### config.mk
export PLATFORM = sky130hd
export DESIGN_NAME = rvvi_tx_arbiter
export DESIGN_NICKNAME = d
export VERILOG_FILES = /design/src/rtl/rvvi_tx_arbiter.sv
export SDC_FILE = /design/constraint.sdc
export NUM_CORES = 1
export LEC_CHECK = 0
export BUFFER_PORTS_ARGS = -buffer_cell sky130_fd_sc_hd__buf_2
export CAP_MARGIN = 20
export CELL_PAD_IN_SITES_DETAIL_PLACEMENT = 1
export CELL_PAD_IN_SITES_GLOBAL_PLACEMENT = 1
export CORE_ASPECT_RATIO = 0.75
export CORE_MARGIN = 2
export CORE_UTILIZATION = 30
export DETAILED_ROUTE_END_ITERATION = 8
export PLACE_DENSITY = 0.95
export SYNTH_ARGS = -nofsm -noshare
export SYNTH_HDL_FRONTEND = slang
export SYNTH_SLANG_ARGS = --single-unit
### constraint.sdc
create_clock -name clk -period 3.6 [get_ports clk]
set_input_delay 0.36 -clock clk [delete_from_list [all_inputs] [get_ports clk]]
set_output_delay 0.36 -clock clk [all_outputs]
set_load 0.01 [all_outputs]
### src/rtl/rvvi_tx_arbiter.sv
// rtl/rvvi_tx_arbiter.sv - frame-atomic priority/round-robin arbiter onto the MAC tx AXI-stream
module rvvi_tx_arbiter #(
  parameter int NUM_SRC    = 2,
  parameter int DATA_WIDTH = 32,
  parameter int IFG_CYCLES = 2,
  parameter int MAX_BEATS  = 512
) (
  input  logic                            clk,
  input  logic                            reset,
  input  logic [NUM_SRC*DATA_WIDTH-1:0]   SrcTdata,
  input  logic [NUM_SRC*DATA_WIDTH/8-1:0] SrcTkeep,
  input  logic [NUM_SRC-1:0]              SrcTvalid,
  input  logic [NUM_SRC-1:0]              SrcTlast,
  output logic [NUM_SRC-1:0]              SrcTready,
  input  logic                            PrioSrc0,
  output logic [DATA_WIDTH-1:0]           MTdata,
  output logic [DATA_WIDTH/8-1:0]         MTkeep,
  output logic                            MTvalid,
  output logic                            MTlast,
  input  logic                            MTready,
  output logic [NUM_SRC-1:0]              Grant,
  output logic                            Busy,
  output logic                            TruncErr
);

  localparam int KW = DATA_WIDTH / 8;
  localparam int IW = $clog2(NUM_SRC);
  localparam int CW = $clog2(MAX_BEATS + 1);
  localparam int GW = (IFG_CYCLES > 1) ? $clog2(IFG_CYCLES) : 1;
  localparam logic [CW-1:0] BEAT_LAST = CW'(MAX_BEATS - 1);
  localparam logic [GW-1:0] GAP_LAST  = GW'((IFG_CYCLES > 0) ? IFG_CYCLES - 1 : 0);
  localparam logic [IW-1:0] SRC_LAST  = IW'(NUM_SRC - 1);

  typedef enum logic [1:0] {S_IDLE, S_STREAM, S_DRAIN, S_GAP} state_e;

  state_e             state_q, state_d;
  logic [NUM_SRC-1:0] grant_q, grant_d;
  // Round-robin pointer; between grant and frame end it also names the owner.
  logic [IW-1:0]      owner_q, owner_d;
  logic [CW-1:0]      beat_cnt_q, beat_cnt_d;
  logic [GW-1:0]      gap_cnt_q, gap_cnt_d;
  logic               trunc_err_q, trunc_err_d;

  logic [IW-1:0]         winner;
  logic [IW-1:0]         cand;
  logic [DATA_WIDTH-1:0] g_data;
  logic [KW-1:0]         g_keep;
  logic                  g_valid;
  logic                  g_last;
  logic                  beat;
  logic                  at_limit;

  // Pick the next owner: src 0 under strict priority, else first valid after the pointer.
  always_comb begin
    winner = '0;
    cand   = '0;
    for (int k = NUM_SRC; k >= 1; k--) begin
      cand = IW'((int'(owner_q) + k) % NUM_SRC);
      if (SrcTvalid[cand]) winner = cand;
    end
    if (PrioSrc0 && SrcTvalid[0]) winner = '0;
  end

  // Select the owning source's stream signals.
  always_comb begin
    g_data  = '0;
    g_keep  = '0;
    g_valid = 1'b0;
    g_last  = 1'b0;
    for (int i = 0; i < NUM_SRC; i++) begin
      if (owner_q == IW'(i)) begin
        g_data  = SrcTdata[i*DATA_WIDTH +: DATA_WIDTH];
        g_keep  = SrcTkeep[i*KW +: KW];
        g_valid = SrcTvalid[i];
        g_last  = SrcTlast[i];
      end
    end
  end

  assign beat     = (state_q == S_STREAM) && g_valid && MTready;
  assign at_limit = (beat_cnt_q == BEAT_LAST);

  // State and bookkeeping registers.
  always_ff @(posedge clk) begin
    if (reset) begin
      state_q     <= S_IDLE;
      grant_q     <= '0;
      owner_q     <= SRC_LAST;
      beat_cnt_q  <= '0;
      gap_cnt_q   <= '0;
      trunc_err_q <= 1'b0;
    end else begin
      state_q     <= state_d;
      grant_q     <= grant_d;
      owner_q     <= owner_d;
      beat_cnt_q  <= beat_cnt_d;
      gap_cnt_q   <= gap_cnt_d;
      trunc_err_q <= trunc_err_d;
    end
  end

  // Next-state: arbitrate in IDLE, count beats, truncate runaway frames, time the gap.
  always_comb begin
    state_d     = state_q;
    grant_d     = grant_q;
    owner_d     = owner_q;
    beat_cnt_d  = beat_cnt_q;
    gap_cnt_d   = gap_cnt_q;
    trunc_err_d = 1'b0;
    case (state_q)
      S_IDLE: begin
        if (|SrcTvalid) begin
          state_d    = S_STREAM;
          owner_d    = winner;
          grant_d    = NUM_SRC'(1) << winner;
          beat_cnt_d = '0;
        end
      end
      S_STREAM: begin
        if (beat) begin
          beat_cnt_d = beat_cnt_q + 1'b1;
          if (g_last) begin
            state_d   = (IFG_CYCLES > 0) ? S_GAP : S_IDLE;
            grant_d   = '0;
            gap_cnt_d = '0;
          end else if (at_limit) begin
            state_d     = S_DRAIN;
            trunc_err_d = 1'b1;
          end
        end
      end
      S_DRAIN: begin
        if (g_valid && g_last) begin
          state_d   = (IFG_CYCLES > 0) ? S_GAP : S_IDLE;
          grant_d   = '0;
          gap_cnt_d = '0;
        end
      end
      S_GAP: begin
        if (gap_cnt_q == GAP_LAST) state_d = S_IDLE;
        else gap_cnt_d = gap_cnt_q + 1'b1;
      end
      default: state_d = S_IDLE;
    endcase
  end

  // Outputs: pass the owner through while streaming, swallow its beats while draining.
  always_comb begin
    MTdata    = '0;
    MTkeep    = '0;
    MTvalid   = 1'b0;
    MTlast    = 1'b0;
    SrcTready = '0;
    case (state_q)
      S_STREAM: begin
        MTdata    = g_data;
        MTkeep    = g_keep;
        MTvalid   = g_valid;
        MTlast    = g_valid && (g_last || at_limit);
        SrcTready = grant_q & {NUM_SRC{MTready}};
      end
      S_DRAIN: SrcTready = grant_q;
      default: ;
    endcase
  end

  assign Grant    = grant_q;
  assign Busy     = (state_q != S_IDLE);
  assign TruncErr = trunc_err_q;

endmodule
==> results.cfg <==
[clock_tree]
clk_path_buf_depth = 2
root_buffer = clkbuf_8
cts_resized = 0
clk_pin_slew_ns = 0.07
cts_tree = done
clock_latency_ns = 0.26
post_cts_buffers = 0
numCtsBuffers = 3
postCtsHoldBufs = 0
htree_num_levels = 1
clock_sinks = 17

[global_routing]
grt-ovfl-total = 0
grt_usage_pct = 19.31
antenna_found_initial = 0
grt_pass1_vias = 2006
grt_max_degree = 37
grt_pass1_wl_mm = 9.873

[sta]
setup-tns-final_ns = 0
fmax_mhz = 400.2
maxSlewViolCount = 0
fin_crit_sh_pct = 69.41
worstMarginPinSlew_ns = 0.7038
slew_headroom_pct = 52.77
final-setup-viol-count = 0
fin_skew_ns = 0.001756
fin_crit_ns = 2.499
grt_setup_unrepaired = no
hold_viol = 0

[routing]
drtIter0Drc = 65
route.detailed.wl_per_inst_um = 15.10
wl_mm = 6.041
dr.pass1.iters = 4
via_per_inst = 4.850
post-route-drc-count = 0
ant_nets = 0
vias = 1940

[final_layout]
layout_common_cells = buf_2, nor2b_1, mux2i_1
num_antenna_cells = 0
drive_above_1_share_pct = 42.46
synthToLayoutAreaGrowth_pct = 42.44
fin_nets = 412
post-route-util_pct = 44.63
layout_commonest_cell = buf_2

[yosys]
yosysTopAreaCell = mux2i_1
seq_area_frac_synth_pct = 20.07
yosysUniqueCellTypes = 38
syn_area_sq_um = 1695
netlist.area_leader.share_pct = 23.62
synthCells = 209
ys_ff_latch = 17
yosysWarnings = 0
avgSynthCellArea_sq_um = 8.112
syn_nets = 295
synthTopCellsByArea = mux2i_1, dfxtp_1, nor2b_1, ha_1, xnor2_1

[place]
io_buffers = 123
hpwlAfterDp_mm = 4.935
gp_congestion = 0.7974

[setup_path]
worstSetupPathType = flop to flop
cp-startpoint = state_q[1]
cp.arrival_ns = 2.64
cp_slowest_cell = a2111oi_0
critPathMaxStageDelay_ns = 0.68
r2r_start = state_q[1]
critPathCaptureType = flop
critPathLaunchType = flop
crit_path_cell_trace = inv_1 > ha_1 > and3_1 > o21ai_1 > a2111oi_0 > xnor2_1 > nor2_1
cp_max_fo = 18
required_ns = 3.74

[die]
ios = 124
die_area_sq_um = 6275
core_sq_um = 5410
core.rowCount = 23
die-width_um = 90.81
die_h_um = 69.11
initial_core_util_pct = 31.34

[power]
power_density_nw_per_um2 = 551.0
vdd_ir_drop_max_mv = 0.1949
p_leak_nw = 1.376

[run_status]
status = complete, no violations

[worst_hold_path]
min_from = reset
hold_class = primary input to flop

[job]
maxCapViolCount = 0
worst paths after layout:
check	endpoint	slack, ns	cells after the start
min	state_q[0]	0.40	2
min reg2reg	Grant[0]	0.48	2
max reg2reg	beat_cnt_q[8]	1.10	7
max	beat_cnt_q[8]	1.10	7
critical path: cells and delay by family (launching register included):
| kind | cells | cell delay, ns |
|---|---|---|
| AND/OR/NAND/NOR | 2 | 0.30 |
| buffers and inverters | 1 | 0.12 |
| adder cells (fa/ha/maj) | 1 | 0.52 |
| XOR/XNOR | 1 | 0.19 |
| AO/OA/AOI/OAI | 2 | 0.90 |
| flip-flops | 1 | 0.35 |
Yosys cell counts:
master,number
nor2b_1,42
mux2i_1,40
dfxtp_1,17
nor2_1,12
nand2_1,11
a21oi_1,9
xnor2_1,8
clkbuf_1,7
ha_1,6
inv_1,6
a211oi_1,5
buf_1,4
nand3_1,4
o21ai_0,4
nand2b_1,3
a2111oi_0,2
a21boi_0,2
buf_2,2
nor3_1,2
o211a_1,2
o21ai_1,2
or2_2,2
or4_4,2
a21o_1,1
a221oi_2,1
and2_1,1
and3_1,1
and3_4,1
and3b_1,1
mux2_2,1
nand4_1,1
nand4_2,1
o31ai_1,1
o32ai_1,1
or3_1,1
or3b_2,1
or4b_1,1
or4bb_1,1
cell families after synthesis:
| kind of cell | Yosys count | share of synthesized area (%) |
|---|---|---|
| and+or+nand+nor | 88 | 30.70 |
| muxes | 41 | 24.28 |
| adders and majority gates | 6 | 4.428 |
| AOI/OAI and AO/OA | 30 | 12.03 |
| buffers and inverters | 19 | 4.354 |
| xor gates and xnor gates | 8 | 4.133 |
| DFF | 17 | 20.07 |
area by class of cell:
| class | count | area [sq um] |
|---|---|---|
| Clock buffer | 4 | 45.04 |
| Fill cell | 735 | 2995 |
| Inverter | 6 | 22.52 |
| Multi-Input combinational cell | 173 | 1281 |
| Sequential cell | 17 | 341.6 |
| Tap cell | 75 | 93.84 |
| Timing Repair Buffer | 125 | 630.6 |
per-layer routing:
layer / track usage, % / wire [um] / share of wire, % / up-vias
met3: 4.262 / 277 / 4.6 / 15
met2: 36.57 / 3212 / 53 / 59
met5: 0 / 0 / 0 / -
li1: - / - / - / 962
met4: 4.209 / 102 / 1.7 / 0
met1: 22.10 / 2449 / 41 / 904
registers in the layout (all words and copies together) (netlist names):
signal	flops
Grant	2
TruncErr	1
beat_cnt_q	10
gap_cnt_q	1
owner_q	1
state_q	2
power by group:
group          switching (mW)  internal [mW]  total [mW]
Combinational           0.502          0.426       0.928
Clock                  0.0722         0.0788       0.151
Sequential             0.0352          0.217       0.252
metrics by stage:
stage          instance area, sq um  setup slack, ns  hold WS [ns]  cells  power [mW]
2_1_floorplan                  1695            1.507        0.4602    209      0.8951
3_3_place_gp                   2370            1.377        0.4623    396       1.152
3_5_place_dp                   2370            1.104        0.4772    396       1.191
4_1_cts                        2415            1.091        0.4011    400       1.345
5_1_grt                        2415           0.7718        0.4229    400       1.452
6_report                       2415            1.101        0.4044    400       1.331
No activity file was read; power rests on OpenSTA's default activity.
